**src/rtl/dmem_port_arbiter.sv**
```systemverilog
// dmem_port_arbiter
//
// Shares one single-ported synchronous data memory between the CPU
// load/store path and a secondary DMA/loader port. At most one access is
// granted per cycle. The CPU normally wins, but a starvation counter
// guarantees the DMA port a slot after STARVE_MAX consecutive denied cycles.
// The DMA port can also lock the memory for bursts. Read data is steered
// back to whichever port issued the read, exactly one cycle after accept.
//
// Ports:
//   clk, rst                       clock, asynchronous active-high reset
//   cpu_req_valid / cpu_req_ready  CPU request handshake
//   cpu_addr, cpu_we, cpu_wdata    CPU byte address, byte enables (0 = read),
//                                  lane-aligned write data
//   cpu_rdata / cpu_rvalid         CPU read return
//   dma_*                          same set for the DMA requester
//   dma_lock                       DMA asks for exclusive ownership
//   mem_en, mem_we, mem_addr,
//   mem_wdata                      memory access strobe and write payload
//   mem_rdata                      memory read data, one cycle after a read

module dmem_port_arbiter #(
  parameter int ADDR_W     = 14,
  parameter int STARVE_MAX = 4
) (
  input  logic              clk,
  input  logic              rst,

  input  logic              cpu_req_valid,
  output logic              cpu_req_ready,
  input  logic [31:0]       cpu_addr,
  input  logic [3:0]        cpu_we,
  input  logic [31:0]       cpu_wdata,
  output logic [31:0]       cpu_rdata,
  output logic              cpu_rvalid,

  input  logic              dma_req_valid,
  output logic              dma_req_ready,
  input  logic [31:0]       dma_addr,
  input  logic [3:0]        dma_we,
  input  logic [31:0]       dma_wdata,
  output logic [31:0]       dma_rdata,
  output logic              dma_rvalid,
  input  logic              dma_lock,

  output logic              mem_en,
  output logic [3:0]        mem_we,
  output logic [ADDR_W-1:0] mem_addr,
  output logic [31:0]       mem_wdata,
  input  logic [31:0]       mem_rdata
);

  typedef enum logic {
    IDLE   = 1'b0,
    LOCKED = 1'b1
  } state_t;

  localparam logic [3:0] STARVE_LIM = 4'(STARVE_MAX);

  state_t     state;
  state_t     state_next;
  logic [3:0] starve_cnt;
  logic [3:0] starve_next;
  logic       cpu_win;
  logic       dma_win;
  logic       rd_pend;
  logic       rd_owner;

  // Byte-offset and above-window address bits never reach the memory.
  logic unused_addr_bits;
  assign unused_addr_bits = &{1'b0, cpu_addr[31:ADDR_W+2], cpu_addr[1:0],
                              dma_addr[31:ADDR_W+2], dma_addr[1:0]};

  // Arbitration, lock tracking and starvation counting. Grants are gated by
  // rst so nothing can be accepted while reset is held.
  always_comb begin
    cpu_win     = 1'b0;
    dma_win     = 1'b0;
    state_next  = state;
    starve_next = starve_cnt;
    if (!rst) begin
      case (state)
        IDLE: begin
          if (dma_req_valid && (starve_cnt == STARVE_LIM)) begin
            dma_win = 1'b1;
          end else if (cpu_req_valid) begin
            cpu_win = 1'b1;
          end else if (dma_req_valid) begin
            dma_win = 1'b1;
          end
          if (dma_win && dma_lock) begin
            state_next = LOCKED;
          end
          // Only a DMA that is actually waiting behind a CPU accept ages.
          if (dma_win || !dma_req_valid) begin
            starve_next = 4'd0;
          end else if (cpu_win && (starve_cnt != STARVE_LIM)) begin
            starve_next = starve_cnt + 4'd1;
          end
        end
        LOCKED: begin
          // The last locked cycle (dma_lock low) may still carry a DMA access.
          dma_win     = dma_req_valid;
          starve_next = 4'd0;
          if (!dma_lock) begin
            state_next = IDLE;
          end
        end
        default: begin
          state_next = IDLE;
        end
      endcase
    end
  end

  assign cpu_req_ready = cpu_win;
  assign dma_req_ready = dma_win;

  // Memory strobe and payload come straight from the winning port.
  always_comb begin
    mem_en    = 1'b0;
    mem_we    = 4'b0000;
    mem_addr  = '0;
    mem_wdata = 32'd0;
    if (cpu_win) begin
      mem_en    = 1'b1;
      mem_we    = cpu_we;
      mem_addr  = cpu_addr[ADDR_W+1:2];
      mem_wdata = cpu_wdata;
    end else if (dma_win) begin
      mem_en    = 1'b1;
      mem_we    = dma_we;
      mem_addr  = dma_addr[ADDR_W+1:2];
      mem_wdata = dma_wdata;
    end
  end

  // State and starvation counter registers.
  always_ff @(posedge clk or posedge rst) begin
    if (rst) begin
      state      <= IDLE;
      starve_cnt <= 4'd0;
    end else begin
      state      <= state_next;
      starve_cnt <= starve_next;
    end
  end

  // Read owner tag: one entry is enough because the memory latency is a
  // fixed single cycle and the tag is rewritten every cycle.
  always_ff @(posedge clk or posedge rst) begin
    if (rst) begin
      rd_pend  <= 1'b0;
      rd_owner <= 1'b0;
    end else begin
      rd_pend  <= (cpu_win && (cpu_we == 4'b0000)) ||
                  (dma_win && (dma_we == 4'b0000));
      rd_owner <= dma_win;
    end
  end

  // Return path: only the owner sees data, the other port reads zero.
  assign cpu_rvalid = rd_pend && !rd_owner;
  assign dma_rvalid = rd_pend && rd_owner;
  assign cpu_rdata  = cpu_rvalid ? mem_rdata : 32'd0;
  assign dma_rdata  = dma_rvalid ? mem_rdata : 32'd0;

endmodule
```
**config.mk**
```make
export PLATFORM = sky130hd
export DESIGN_NAME = dmem_port_arbiter
export DESIGN_NICKNAME = d
export VERILOG_FILES = /design/src/rtl/dmem_port_arbiter.sv
export SDC_FILE = /design/constraint.sdc
export NUM_CORES = 1
export LEC_CHECK = 0
export CORE_MARGIN = 10
export CORE_UTILIZATION = 27
export CTS_CLUSTER_DIAMETER = 50
export DETAILED_ROUTE_END_ITERATION = 7
export PLACE_DENSITY = 0.84
export SLEW_MARGIN = 25
export SYNTH_ARGS = -nofsm -noshare
export SYNTH_HDL_FRONTEND = slang
export SYNTH_SLANG_ARGS = --single-unit
```
**constraint.sdc**
```tcl
create_clock -name clk -period 1.9 [get_ports clk]
set_input_delay 0.19 -clock clk [delete_from_list [all_inputs] [get_ports clk]]
set_output_delay 0.19 -clock clk [all_outputs]
set_load 0.02 [all_outputs]
```
==> results.ini <==
[status]
status=finished, violations left
failed_checks=negative setup slack

[cts]
numCtsBuffers=3
cts-root-buf=clkbuf_8
cts_sinks=7
cts.path.max_buffers=2
htreeDepth=1
cts_tree=built
clock_latency_ps=230
clk_pin_slew_ps=50

[worst_setup_path]
startpoint_type=flip-flop
cp.required_ps=1710
cp-end-kind=output port
reg2reg_slack_ps=240
path_max_fanout=7
cp.arrival_ps=1800
setup.worst_path.class=flip-flop to output port

[drt]
avgViaCountPerCell=4.895
first_pass_iters=4
drt_iter0_drc=106
wirelength_um=13600
num_vias=3260
drc=0
detail_route.wl_per_cell_um=20.42
ant_nets=0

[power]
vdd_drop_max_mv=0.1695
leakagePower_nw=2.690
power_density_nw_per_um2=298.6

[floorplan]
fp.dieH_um=112.7
start_util_pct=27.95
rows=33
io_pins=292
die_area_um2=12700
die_x_um=112.7
coreArea_um2=8299

[placed_design]
pre_cts_ws_ps=-483.6
port_buffers=255
placedCellCount=642
place_hpwl_um=10410
post_dp_cell_area_um2=4995
gp_congestion=0.8308

[logic_synthesis]
synth_xor_area_share_pct=0
synth_compound_gate_area_share_pct=40.56
synth_seq_cells=7
yosys_warnings=0
synth.distinct_cells=34
synthCells=292
synth_top_family_by_area=compound AO/OA/AOI/OAI gates
synth-seq-area-share_pct=7.551
synth_nets=467
synthAdderAreaFrac_pct=1.079
avgSynthCellArea_um2=7.944
synth_mux_area_share_pct=0
yosys.area_share.simple_pct=31.07
synth_area_um2=2320

[timing]
relSlewSlack_pct=71.40
rsz0062_at_grt=true
fin_skew_ps=6.469
setup_violations=49
period_share_pct=105.0
fin_ws_ps=-94.72
slew_viol_final=0
min_period_ps=1995
clock.fmax_ghz=0.5013
worstMarginPinSlew_ps=429.0
final_hold_viol_count=0

[grt]
antenna_found_initial=0
grt_pass1_wl_um=19190
grt.overflow.total=0
grtUsageMet1_pct=17.67
use_met2_pct=34.60
gr-usage-met3_pct=9.086
grt_max_degree=34
grt_usage_pct=18.36
grt_pass1_vias=3400
grt-busiest-layer=met2

[flow_run]
drv_cap=0

[layout]
final_cell_mix=clkdlybuf4s50_1 (167), buf_4 (57), nand2_1 (53)
final_common_cell=clkdlybuf4s50_1
drive_gt1_share_pct=28.34
final_cell_count_no_fill=666
fin_nets=737
stdcell_area_um2=5435
final_core_util_pct=65.49
n_antenna_cell=0
syn_to_final_growth_pct=134.3

[min_path]
hold_class=input pin to async pin

[logic make-up after synthesis]
kind of cell,after synthesis
buffers and inverters,87
AO/OA/AOI/OAI,61
flip-flops,7
AND/OR/NAND/NOR,135
adder cells (fa/ha/maj),2
[metal layers]
layer  vias up  share of wire, %
li1       1552                 -
met1      1514                35
met2       180                53
met3        14                11
met4         0               1.3
met5         -                 0
[cell usage after synthesis]
cell type	count	share of area (%)
inv_1	53	8.6
nand2_1	53	8.6
o32ai_2	46	32
and2_1	33	8.9
and3_1	32	8.6
clkbuf_1	13	2.1
buf_2	8	1.7
dfrtp_1	7	7.6
buf_6	6	2.9
nor2_1	4	0.65
o32ai_4	4	4.7
buf_8	3	1.9
nand4_1	3	0.81
a21oi_1	2	0.43
buf_12	2	1.7
ha_1	2	1.1
nand3_1	2	0.43
nor2b_1	2	0.54
o21ai_0	2	0.43
a21o_1	1	0.32
a22oi_1	1	0.32
and4bb_2	1	0.54
clkbuf_8	1	0.59
inv_2	1	0.16
nand2b_1	1	0.27
nand3b_4	1	0.86
nor4_1	1	0.27
o211ai_1	1	0.32
o21ai_4	1	0.70
o22a_1	1	0.38
o22ai_1	1	0.27
o32ai_1	1	0.38
or2b_1	1	0.32
or3_1	1	0.27
[power breakdown]
group | internal [mW] | switching, mW | leakage, nW | total, mW
Sequential | 0.156 | 0.00567 | 0.0951 | 0.162
Combinational | 0.687 | 0.552 | 2.57 | 1.24
Clock | 0.146 | 0.0753 | 0.0228 | 0.221
Total | 0.990 | 0.633 | 2.69 | 1.62
[worst paths after layout]
| kind | start | to | cells after the start |
|---|---|---|---|
| max | starve_cnt[1]$_DFFE_PP0P_ | mem_wdata[9] | 8 |
| max in group asynchronous | rst | starve_cnt[2]$_DFFE_PP0P_ | 3 |
| min in group clk | cpu_req_valid | state$_DFFE_PP0N_ | 3 |
| min | rst | starve_cnt[3]$_DFFE_PP0P_ | 3 |
| max reg2reg | starve_cnt[1]$_DFFE_PP0P_ | rd_pend$_DFF_PP0_ | 8 |
| min reg2reg | state$_DFFE_PP0N_ | state$_DFFE_PP0N_ | 1 |
[critical path: stages, from the launching register on]
cell and delay, ps:
dfrtp_1 390, inv_2 90, ha_4 130, nand3b_4 110, o21ai_4 250, buf_6 180, buf_16 150, o32ai_2 80
buf_4 180
[flip-flops by register name, summed over array words and instances, names as in the netlist]
name        cells
rd_owner        1
rd_pend         1
starve_cnt      4
state           1
[area by class of cell]
class / instances / area, µm²
clock buffers: 4 / 45.04
fillers: 681 / 2864
inverters: 54 / 202.7
multi-input cells: 199 / 1821
flip-flops and latches: 7 / 175.2
well taps: 105 / 131.4
repair buffers: 297 / 3060
[stage by stage]
step	power (mW)	setup TNS [ps]	hold WS, ps
3_3_place_gp	1.200	-21210	295.8
4_1_cts	1.498	-2154	62.10
6_report	1.623	-3329	53.44
5_1_grt	1.707	-6345	64.26
2_1_floorplan	0.6885	0	320.0
3_5_place_dp	1.221	-22600	302.3
[what timing repair did]
action / 4_1_cts / 5_1_grt
setup endpoints to repair: 77 / 91
gates resized for setup: 299 / 40
pin swaps: 6 / 6
gates cloned: 5 / 6
buffers inserted: 3 / 6
hold buffers: 0 / 0
No activity file was read; power rests on OpenSTA's default activity.
